===== config.mk =====
export PLATFORM = sky130hd
export DESIGN_NAME = debug_commit_scheduler_flat
export DESIGN_NICKNAME = d
export VERILOG_FILES = /design/src/rtl/debug_commit_scheduler_if.sv /design/src/rtl/debug_commit_scheduler.sv /design/src/flat_wrapper.sv
export SDC_FILE = /design/constraint.sdc
export NUM_CORES = 1
export LEC_CHECK = 0
export BUFFER_PORTS_ARGS = -buffer_cell sky130_fd_sc_hd__buf_2
export CAP_MARGIN = 20
export CORE_UTILIZATION = 64
export CTS_CLUSTER_DIAMETER = 120
export DETAILED_ROUTE_END_ITERATION = 7
export GPL_TIMING_DRIVEN = 0
export HOLD_SLACK_MARGIN = 0.03
export PLACE_DENSITY = 0.88
export SLEW_MARGIN = 20
export SYNTH_ARGS = -nofsm -noshare
export SYNTH_HDL_FRONTEND = slang
export SYNTH_SLANG_ARGS = --single-unit

===== constraint.sdc =====
create_clock -name clock -period 34.7 [get_ports clock]
set_input_delay 3.47 -clock clock [delete_from_list [all_inputs] [get_ports clock]]
set_output_delay 3.47 -clock clock [all_outputs]
set_load 0.05 [all_outputs]

===== src/rtl/debug_commit_scheduler_if.sv =====
// debug_commit_scheduler_if: commit port from the core and record port to the debug sink
interface debug_commit_scheduler_if;
  logic        commit_valid;
  logic        commit_ready;
  logic        commit_halt;
  logic        commit_deviceAccess;
  logic [31:0] commit_deviceAddr;
  logic [31:0] commit_pc;
  logic        commit_regWen;
  logic [4:0]  commit_regWaddr;
  logic [31:0] commit_regWdata;
  logic        out_valid;
  logic        out_ready;
  logic        out_deviceAccess;
  logic [31:0] out_deviceAddr;
  logic [31:0] out_nextPc;
  logic        out_regWen;
  logic [4:0]  out_regWaddr;
  logic [31:0] out_regWdata;
  modport master (
    output commit_valid, commit_halt, commit_deviceAccess, commit_deviceAddr, commit_pc,
           commit_regWen, commit_regWaddr, commit_regWdata, out_ready,
    input  commit_ready, out_valid, out_deviceAccess, out_deviceAddr, out_nextPc,
           out_regWen, out_regWaddr, out_regWdata
  );
  modport slave (
    input  commit_valid, commit_halt, commit_deviceAccess, commit_deviceAddr, commit_pc,
           commit_regWen, commit_regWaddr, commit_regWdata, out_ready,
    output commit_ready, out_valid, out_deviceAccess, out_deviceAddr, out_nextPc,
           out_regWen, out_regWaddr, out_regWdata
  );
endinterface


===== src/rtl/debug_commit_scheduler.sv =====
// debug_commit_scheduler: pairs commit side effects with the next retired PC, queues them, sequences halt
module debug_commit_scheduler #(
  parameter int DEPTH = 4,
  parameter int CNT_W = $clog2(DEPTH) + 1
) (
  input  logic                 clock,
  input  logic                 reset,
  debug_commit_scheduler_if.slave bus,
  output logic                 sim_halt,
  output logic [CNT_W-1:0]     count,
  output logic                 halted
);
  localparam int AW = $clog2(DEPTH);
  typedef struct packed {
    logic        da;
    logic [31:0] addr;
    logic        wen;
    logic [4:0]  waddr;
    logic [31:0] wdata;
  } hold_t;
  typedef struct packed {
    hold_t       h;
    logic [31:0] npc;
  } rec_t;
  typedef enum logic [1:0] {RUN, DRAIN, HALTED} state_e;
  state_e           state_q, state_d;
  rec_t             mem_q [DEPTH];
  hold_t            hold_q;
  logic             hold_v_q;
  logic [CNT_W-1:0] count_q, count_d;
  logic [AW-1:0]    wr_q, rd_q;
  logic             sim_halt_q;
  logic             acc, push, pop;
  hold_t            cur;
  assign cur = '{da: bus.commit_deviceAccess, addr: bus.commit_deviceAddr, wen: bus.commit_regWen,
                 waddr: bus.commit_regWaddr, wdata: bus.commit_regWdata};
  assign bus.commit_ready = (state_q == RUN) && (count_q < CNT_W'(DEPTH));
  assign bus.out_valid    = count_q != '0;
  assign acc  = bus.commit_valid && bus.commit_ready;
  assign push = acc && hold_v_q;
  assign pop  = bus.out_valid && bus.out_ready;
  assign bus.out_deviceAccess = mem_q[rd_q].h.da;
  assign bus.out_deviceAddr   = mem_q[rd_q].h.addr;
  assign bus.out_regWen       = mem_q[rd_q].h.wen;
  assign bus.out_regWaddr     = mem_q[rd_q].h.waddr;
  assign bus.out_regWdata     = mem_q[rd_q].h.wdata;
  assign bus.out_nextPc       = mem_q[rd_q].npc;
  assign sim_halt = sim_halt_q;
  assign count    = count_q;
  assign halted   = state_q == HALTED;
  always_comb begin
    state_d = (state_q == RUN && acc && bus.commit_halt) ? DRAIN :
              (state_q == DRAIN && count_q == '0)        ? HALTED : state_q;
    count_d = count_q + CNT_W'(push) - CNT_W'(pop);
  end
  always_ff @(posedge clock or posedge reset) begin
    if (reset) begin
      state_q    <= RUN;
      hold_q     <= '0;
      hold_v_q   <= 1'b0;
      count_q    <= '0;
      wr_q       <= '0;
      rd_q       <= '0;
      sim_halt_q <= 1'b0;
      for (int i = 0; i < DEPTH; i++) mem_q[i] <= '0;
    end else begin
      state_q    <= state_d;
      count_q    <= count_d;
      sim_halt_q <= state_q == DRAIN && count_q == '0;
      if (push) begin
        mem_q[wr_q] <= '{h: hold_q, npc: bus.commit_pc};
        wr_q        <= wr_q + AW'(1);
      end
      if (pop) rd_q <= rd_q + AW'(1);
      // the halt instruction itself is never paired, so it only clears the hold
      if (acc) begin
        hold_v_q <= !bus.commit_halt;
        if (!bus.commit_halt) hold_q <= cur;
      end
    end
  end
endmodule

===== src/flat_wrapper.sv =====
// flat-port wrapper written by rule: the top's interface ports become plain ports
module debug_commit_scheduler_flat 
#(
  parameter int DEPTH = 4,
  parameter int CNT_W = $clog2(DEPTH) + 1
)
  (clock, reset, sim_halt, count, halted, bus_commit_valid, bus_commit_halt, bus_commit_deviceAccess, bus_commit_deviceAddr, bus_commit_pc, bus_commit_regWen, bus_commit_regWaddr, bus_commit_regWdata, bus_out_ready, bus_commit_ready, bus_out_valid, bus_out_deviceAccess, bus_out_deviceAddr, bus_out_nextPc, bus_out_regWen, bus_out_regWaddr, bus_out_regWdata);
  debug_commit_scheduler_if bus_i ();
  input  logic clock;
  input  logic reset;
  output logic sim_halt;
  output logic [CNT_W-1:0] count;
  output logic halted;
  input wire logic [$bits(bus_i.commit_valid)-1:0] bus_commit_valid;
  input wire logic [$bits(bus_i.commit_halt)-1:0] bus_commit_halt;
  input wire logic [$bits(bus_i.commit_deviceAccess)-1:0] bus_commit_deviceAccess;
  input wire logic [$bits(bus_i.commit_deviceAddr)-1:0] bus_commit_deviceAddr;
  input wire logic [$bits(bus_i.commit_pc)-1:0] bus_commit_pc;
  input wire logic [$bits(bus_i.commit_regWen)-1:0] bus_commit_regWen;
  input wire logic [$bits(bus_i.commit_regWaddr)-1:0] bus_commit_regWaddr;
  input wire logic [$bits(bus_i.commit_regWdata)-1:0] bus_commit_regWdata;
  input wire logic [$bits(bus_i.out_ready)-1:0] bus_out_ready;
  output wire logic [$bits(bus_i.commit_ready)-1:0] bus_commit_ready;
  output wire logic [$bits(bus_i.out_valid)-1:0] bus_out_valid;
  output wire logic [$bits(bus_i.out_deviceAccess)-1:0] bus_out_deviceAccess;
  output wire logic [$bits(bus_i.out_deviceAddr)-1:0] bus_out_deviceAddr;
  output wire logic [$bits(bus_i.out_nextPc)-1:0] bus_out_nextPc;
  output wire logic [$bits(bus_i.out_regWen)-1:0] bus_out_regWen;
  output wire logic [$bits(bus_i.out_regWaddr)-1:0] bus_out_regWaddr;
  output wire logic [$bits(bus_i.out_regWdata)-1:0] bus_out_regWdata;
  assign bus_i.commit_valid = bus_commit_valid;
  assign bus_i.commit_halt = bus_commit_halt;
  assign bus_i.commit_deviceAccess = bus_commit_deviceAccess;
  assign bus_i.commit_deviceAddr = bus_commit_deviceAddr;
  assign bus_i.commit_pc = bus_commit_pc;
  assign bus_i.commit_regWen = bus_commit_regWen;
  assign bus_i.commit_regWaddr = bus_commit_regWaddr;
  assign bus_i.commit_regWdata = bus_commit_regWdata;
  assign bus_i.out_ready = bus_out_ready;
  assign bus_commit_ready = bus_i.commit_ready;
  assign bus_out_valid = bus_i.out_valid;
  assign bus_out_deviceAccess = bus_i.out_deviceAccess;
  assign bus_out_deviceAddr = bus_i.out_deviceAddr;
  assign bus_out_nextPc = bus_i.out_nextPc;
  assign bus_out_regWen = bus_i.out_regWen;
  assign bus_out_regWaddr = bus_i.out_regWaddr;
  assign bus_out_regWdata = bus_i.out_regWdata;
  debug_commit_scheduler #(.DEPTH(DEPTH), .CNT_W(CNT_W)) u_core (.clock(clock), .reset(reset), .bus(bus_i), .sim_halt(sim_halt), .count(count), .halted(halted));
endmodule

# Word level (Yosys, flattened, before mapping)
# Index checks and enable logic that the tools add are counted.
# totals
latchBits,0
ramBits,0
input_bits,108
output_inout_bits,110
ff_bits,494
word_cells,70
mem_bits_ro,0
memories,0
# classes
bitwise,3
shifts,0
reduce_logical,14
mul,0
add_sub_neg,4
div,0
eq_ne,2
mux,8
n_lt_le_gt_ge,4
# op_table
operator,n
412-bit bitwise mux,1
103-bit 2-to-1 mux,3
103-bit binary-select mux with 2-bit select,1
103-bit demux with 2-bit select,1
1-bit logical AND,8
"3-bit greater-or-equal comparator, second input constant",2
2-bit NOT with 3-bit output,2
"2-bit by 1-bit adder with 2-bit output, second input constant",2
2-bit 2-to-1 mux,2
3-bit by 1-bit adder with 3-bit output,1
3-bit logical NOT,1
"3-bit by 1-bit less-than comparator with 1-bit output, second input constant",1
"3-bit less-than comparator, second input constant",1
3-bit nonzero test,1
3-bit by 1-bit subtractor with 3-bit output,1
"2-bit by 1-bit equality test with 1-bit output, second input constant",1
"2-bit equality test, second input constant",1
2-bit logical NOT,1
2-bit AND reduction,1
2-bit nonzero test,1
1-bit logical NOT,1
1-bit NOT,1

# Depth between registers and ports, before layout
# Gate-level depths: netlist of the first run.
# logic_depth
ltp_word,6
mapped_depth,9
ltp_nobuf,7

# Worst setup path after synthesis of the first run
# Ideal clock, no wire load.
# synth_timing
path_type,register to output
startpoint,"reg u_core.count_q[2], in the netlist u_core.count[2]"
endpoint,out bus_commit_ready
path_slack_ns,29.340
path_stages_with_launch,3
t_arrival_ns,1.890
cell_sequence,dfrtp_1 > clkbuf_2 > nor3_1
# synth_via
elab_chain_len,2
# synth_rtl
element,line_no,text
start: declaration,debug_commit_scheduler.sv:30,"logic [CNT_W-1:0] count_q, count_d;"
start signal: assignment,debug_commit_scheduler.sv:68,count_q <= count_d;
3-bit less-than comparator,debug_commit_scheduler.sv:37,assign bus.commit_ready = (state_q == RUN) && (count_q < CNT_W'(DEPTH));
1-bit logical AND,debug_commit_scheduler.sv:37,
end: declaration,flat_wrapper.sv:23,output wire logic [$bits(bus_i.commit_ready)-1:0] bus_commit_ready;
# No other way between the ends.

# Worst setup path after layout of the first run
# layout_timing
startpoint,reg u_core.rd_q[1]
endpoint,out bus_out_regWaddr[2]
# layout_via
elab_chain_len,4
# layout_rtl
element,line_no,text
start: declaration,debug_commit_scheduler.sv:31,"logic [AW-1:0] wr_q, rd_q;"
start signal: assignment,debug_commit_scheduler.sv:74,if (pop) rd_q <= rd_q + AW'(1);
2-bit NOT with 3-bit output (not written as such),debug_commit_scheduler.sv:45,assign bus.out_regWaddr = mem_q[rd_q].h.waddr;
103-bit binary-select mux with 2-bit select,debug_commit_scheduler.sv:45,
103-bit 2-to-1 mux (not written as such) (2 in series),debug_commit_scheduler.sv:45,
end: declaration,flat_wrapper.sv:29,output wire logic [$bits(bus_i.out_regWaddr)-1:0] bus_out_regWaddr;
# No other way between the ends. The select of a mux whose other input is x is not followed.

==> impl_metrics.json, run 1 <==
{
  "outcome": "completed",
  "crit_start": "u_core.rd_q[1]",
  "cts_tree": "yes",
  "synth_cell_types": 28,
  "peakVddDrop_mv": 0.05846,
  "cts.path.max_buffers": 3,
  "synth_edf_count": 0,
  "yosysMostFrequentCell": "dfrtp_1",
  "hold_buffers": 0,
  "die_area_sq_um": 35340,
  "clkSinkCount": 494,
  "detail_route.first_pass.iterations": 4,
  "rr_startpoint": "u_core.count[2]",
  "p_per_area_nw_per_um2": 59.81,
  "ys_seq_area_share_pct": 55.84,
  "num_rows": 67,
  "final_cells": 1957,
  "p_total_mw": 1.524,
  "syn_to_final_growth_pct": 15.07,
  "antenna_left": 0,
  "start_kind": "flop",
  "hold_viol_final": 0,
  "io-pin-count": 218,
  "worst_ep_required_time_ns": 31.23,
  "nets": 1586,
  "vias_per_cell": 5.975,
  "drive_gt1_share_pct": 63.70,
  "min_from": "u_core.hold_v_q",
  "cts_buffers": 50,
  "setup_viol": 0,
  "critPathSlowestCell": "buf_1",
  "coreArea_sq_um": 33780,
  "yosys_most_used_dff": "dfrtp_1",
  "cp_top_family": "buffers and inverters",
  "path_max_fanout": 10,
  "gr-total-overflow": 0,
  "hpwl_um": 30580,
  "critPathCaptureType": "output pin",
  "fp.dieH_um": 188.0,
  "grt_max_degree": 113,
  "wirelength_um": 47240,
  "yosys.area.top_type": "dfrtp_1",
  "cpPeakStageDelay_ns": 0.62,
  "start_util_pct": 65.52,
  "root_buffer": "clkbuf_16",
  "worst_slew_pin_slew_ns": 0.7832,
  "max_cap_viol_count": 0,
  "synth-seq-cells": 494,
  "rsz0062_at_grt": "false",
  "syn-cell-area_sq_um": 22140,
  "gp_congestion": 0.7588,
  "fin_crit_ns": 6.315,
  "post_cts_resized": 0,
  "finalSetupTns_ns": 0,
  "synth_cells": 1198,
  "vias": 11694,
  "final-seq-area_sq_um": 12360,
  "post-route-period-util_pct": 18.20,
  "slew_violations": 0,
  "synth_common_cells": "494 x dfrtp_1, 280 x mux2_4, 204 x mux2_2",
  "cp_data_arrival_time_ns": 2.85,
  "fillers": 1888,
  "max-slew-margin-rel_pct": 47.78,
  "syn_nets": 1313,
  "numPortBuffers": 217,
  "ctsHtreeMaxLevel": 2,
  "grt_usage_pct": 27.92,
  "path_buf_inv": 4,
  "die_width_um": 188.0,
  "grtUsageMet3_pct": 6.083,
  "timing.critical_path.mode_cell": "buf_2",
  "critPathKind": "flop to output pin",
  "synthArstFlopShare_pct": 100.0,
  "grt-busiest-layer": "met2",
  "wl_per_cell_um": 24.14,
  "drt_iter0_drc": 604,
  "grt_pass1_vias": 13118,
  "cts_setup_buffers": 0,
  "grt_use_met2_pct": 44.38,
  "fin_skew_ns": 0.02619,
  "synthTopCellsByArea": "dfrtp_1 56%, mux2_4 19%, mux4_2 10%",
  "multi_input_area_sq_um": 9144,
  "insertion_delay_ns": 0.57,
  "grt_antenna_before_repair": 8,
  "synth_top_area_share_pct": 55.84,
  "use_met1_pct": 39.04,
  "dp.cells": 1867,
  "drc": 0,
  "hp-class": "flop to flop",
  "path_cells": "clkbuf_1 -> buf_2 -> buf_1 -> mux4_2 -> buf_2",
  "p_leak_nw": 13.76,
  "syn_area_per_cell_sq_um": 18.48,
  "fmax_mhz": 158.3,
  "yosysWarnings": 0,
  "clk_pin_slew_ns": 0.06,
  "grt_pass1_wl_um": 75990
}
## final timing paths
check	endpoint	slack (ns)	depth (start not counted)
min reg2reg	u_core.hold_v_q	0.50	1
max reg2reg	u_core.count[2]	32.27	9
min	u_core.hold_v_q	0.50	1
max in group asynchronous	u_core.mem_q[305]	30.20	4
max	bus_out_regWaddr[2]	28.38	5
min in group asynchronous	u_core.mem_q[124]	3.01	2
## worst register-to-register path, stage by stage (launching register included)
cell and delay, ns:
dfrtp_1 0.38, clkbuf_2 0.18, or3_1 0.32, clkbuf_1 0.14, and2_1 0.21, ha_1 0.28, inv_1 0.04, ha_1 0.20
fa_1 0.43, xnor2_1 0.14
## per-layer routing
| metal | share of wire [%] | vias to the layer above |
|---|---|---|
| li1 | - | 4970 |
| met1 | 43 | 6338 |
| met2 | 49 | 298 |
| met3 | 5.3 | 82 |
| met5 | 0.074 | - |
| met4 | 2.4 | 6 |
## logic make-up after synthesis
group,count (synthesis),synth area share (%)
xor+xnor,5,0.1979
compound gates,3,0.09044
fa+ha+maj,7,0.4296
buf+inv,86,2.849
simple gates,16,0.7405
mux,587,39.85
flops,494,55.84
## per-stage QoR
step | instance area [sq um] | utilization (%) | hold slack (ns) | setup slack (ns)
finish | 25470 | 75.40 | 0.4993 | 28.38
global route | 25470 | 75.39 | 0.5070 | 28.24
CTS | 25460 | 75.36 | 0.4967 | 28.34
detailed placement | 23900 | 70.75 | 0.4774 | 28.92
global placement | 23780 | 70.40 | 0.4695 | 13.10
floorplan | 22140 | - | 0.4501 | 17.44
## final cells by class
class / instances / share of cell area, %
Sequential cell: 494 / 48.53
Buffer: 78 / 2.358
Clock buffer: 73 / 5.766
Tap cell: 448 / 2.201
Clock inverter: 12 / 0.3586
Timing Repair Buffer: 221 / 4.696
Inverter: 8 / 0.1474
Multi-Input combinational cell: 618 / 35.90
Antenna cell: 5 / 0.04912
## state kept, by name, summed over array words and instances, names as in the netlist
name	count
u_core.mem_q	412
u_core.hold_q	71
u_core.count	3
u_core.rd_q	2
u_core.state_q	2
u_core.wr_q	2
u_core.hold_v_q	1
u_core.sim_halt	1
## layout by cell type (no fill, tap or decap), drive strengths merged
| cell | n |
|---|---|
| and2 | 1 |
| nand3 | 3 |
| diode | 5 |
| fa | 1 |
| o21bai | 1 |
| or3 | 1 |
| and4bb | 2 |
| ha | 6 |
| nor2b | 1 |
| clkbuf | 77 |
| clkinvlp | 1 |
| mux2 | 484 |
| a21oi | 1 |
| xnor2 | 3 |
| and2b | 1 |
| a21o | 1 |
| dfrtp | 494 |
| xor2 | 2 |
| nor2 | 1 |
| nor3 | 2 |
| nand3b | 4 |
| bufinv | 1 |
| buf | 295 |
| inv | 9 |
| mux4 | 103 |
| clkinv | 9 |
## power breakdown
part	leakage, nW	switching [mW]	total (mW)	internal, mW
Combinational	6.17	0.172	0.316	0.144
Clock	0.775	0.217	0.516	0.299
Sequential	6.82	0.0571	0.692	0.635
Note: power is estimated with default switching activity, not from simulation.
==> inputs of run 2 (changes only) <==
- CORE_UTILIZATION: 64 -> 59
- PLACE_DENSITY: 0.88 -> 0.83
- clock period: 34.7 -> 6.2 ns (I/O delays scaled with it)
==> run 2 against run 1 <==
Compared with the run above:
- clock-buffer cell count is 5 lower
- critical path type unchanged
- global-route usage is 1.9 points lower
- cell area is 2.5% higher
- die area is 8.4% higher
- critical endpoint is now bus_out_regWdata[7]
- largest power group unchanged
- critical path depth stayed put
==> impl_metrics.json, run 2 (synthesis gave the netlist of run 1 again) <==
{
  "outcome": "completed",
  "coreArea_sq_um": 36790,
  "grt_antenna_before_repair": 6,
  "grt_pass1_vias": 13025,
  "power_frac_comb_pct": 19.7,
  "drc": 0,
  "r2r_cells": 9,
  "antenna_left": 0,
  "grt_usage_pct": 26.03,
  "detail_route.first_pass.iterations": 4,
  "utilization_pct": 70.99,
  "nets": 1600,
  "cts_tree": "yes",
  "vias_per_cell": 5.833,
  "final-seq-area_sq_um": 12360,
  "place_area_sq_um": 24180,
  "post-route-period-util_pct": 57.62,
  "p_leak_nw": 14.05,
  "power.internal_mw": 6.552,
  "fin_skew_ns": 0.01229,
  "dp.cells": 1900,
  "p_seq_share_pct": 42.3,
  "cts.path.max_buffers": 3,
  "max-slew-margin-rel_pct": 45.19,
  "path_cells": "clkbuf_1 -> buf_2 -> buf_1 -> mux4_2 -> buf_2",
  "critPathCaptureType": "output pin",
  "start_util_pct": 60.18,
  "gp_congestion": 0.7582,
  "timing.critical_path.mode_cell": "buf_2",
  "cts_buffers": 51,
  "multi_input_area_sq_um": 9144,
  "p_total_mw": 9.117,
  "cp_data_arrival_time_ns": 2.95,
  "syn_to_final_growth_pct": 17.97,
  "hp-class": "primary input to async pin",
  "path_max_fanout": 10,
  "rsz0062_at_grt": "false",
  "hold_viol_final": 0,
  "slew_violations": 0,
  "wl_per_cell_um": 23.81,
  "cts_setup_buffers": 0,
  "cp_top_family": "buffers and inverters",
  "rr_startpoint": "u_core.count[2]",
  "num_rows": 70,
  "setup_viol": 0,
  "p_per_area_nw_per_um2": 349.1,
  "peakVddDrop_mv": 0.2781,
  "p_sw_mw": 2.565,
  "fillers": 2265,
  "insertion_delay_ns": 0.58,
  "clk_pin_slew_ns": 0.06,
  "cpPeakStageDelay_ns": 0.67,
  "grt_max_degree": 37,
  "ctsHtreeMaxLevel": 2,
  "grt_pass1_wl_um": 76420,
  "worst_slew_pin_slew_ns": 0.8222,
  "clkSinkCount": 494,
  "largest_register_ffs": 412,
  "vias": 11642,
  "layout_setup_ws_ns": 2.627,
  "max_cap_viol_count": 0,
  "start_kind": "flop",
  "r2r-end": "u_core.count[2]",
  "final_cell_mix": "494 x dfrtp_1, 280 x mux2_4, 246 x buf_2",
  "wirelength_um": 47530,
  "hpwl_um": 31550,
  "reg2reg_slack_ns": 3.77,
  "path_buf_inv": 4,
  "clkPwrFrac_pct": 37.9,
  "drive_gt1_share_pct": 64.64,
  "fin_crit_ns": 3.573,
  "die_area_sq_um": 38300,
  "post_cts_resized": 0,
  "top_register": "u_core.mem_q",
  "layout.cells.most_common": "dfrtp_1",
  "numPortBuffers": 217,
  "fin_hold_ws_ns": 0.06157,
  "root_buffer": "clkbuf_16",
  "dp_slack_ns": 3.178,
  "worst_ep_required_time_ns": 5.58,
  "die_width_um": 195.7,
  "io-pin-count": 218,
  "netSwitchingFraction_pct": 28.13,
  "fmax_mhz": 279.9,
  "gr-total-overflow": 0,
  "finalSetupTns_ns": 0,
  "finalInstanceArea_sq_um": 26110,
  "critPathSlowestCell": "buf_1",
  "hold_buffers": 0,
  "fp.dieH_um": 195.7,
  "final_cells": 1996,
  "drt_iter0_drc": 415,
  "critPathKind": "flop to output pin"
}
## run 2: how the worst max path moves through the flow
stage / startpoint / end / slack (ns) / cells after the start
2_1_floorplan: reset / u_core.count[0] / -1.12 / 1
3_3_place_gp: reset / u_core.mem_q[146] / -3.55 / 2
3_5_place_dp: u_core.rd_q[1] / bus_out_deviceAddr[15] / 3.18 / 5
4_1_cts: u_core.rd_q[1] / bus_out_deviceAddr[15] / 2.53 / 5
5_1_grt: u_core.rd_q[1] / bus_out_deviceAddr[10] / 2.49 / 5
6_report: u_core.rd_q[1] / bus_out_regWdata[7] / 2.63 / 5
## run 2: area by class of cell
type                            instances  share of cell area (%)
Antenna cell                            1                0.009583
Buffer                                 78                   2.300
Clock buffer                           68                   5.678
Clock inverter                         27                   1.711
Inverter                                8                  0.1294
Multi-Input combinational cell        618                   35.02
Sequential cell                       494                   47.34
Tap cell                              468                   2.242
Timing Repair Buffer                  234                   5.577
## run 2: power by group through the flow
stage / Combinational (mW) / Clock [mW] / Sequential, mW
CTS: 1.83 / 3.52 / 3.86
floorplan: 1.35 / 0 / 3.84
finish: 1.80 / 3.46 / 3.86
detailed placement: 1.82 / 0 / 3.91
global route: 1.92 / 3.64 / 3.91
global placement: 1.76 / 0 / 3.88
## run 2: per-layer routing
layer	GRT usage (%)	routed length (um)
met5	0	63
met3	5.845	2543
met4	6.626	867
met2	42.39	23180
met1	35.87	20880
## run 2: worst reg2reg max path: stages (launching register included)
cell      delay, ns
dfrtp_1        0.38
clkbuf_2       0.19
or3_1          0.34
clkbuf_1       0.16
and2_1         0.21
ha_1           0.27
inv_1          0.04
ha_1           0.19
fa_1           0.41
xnor2_1        0.14
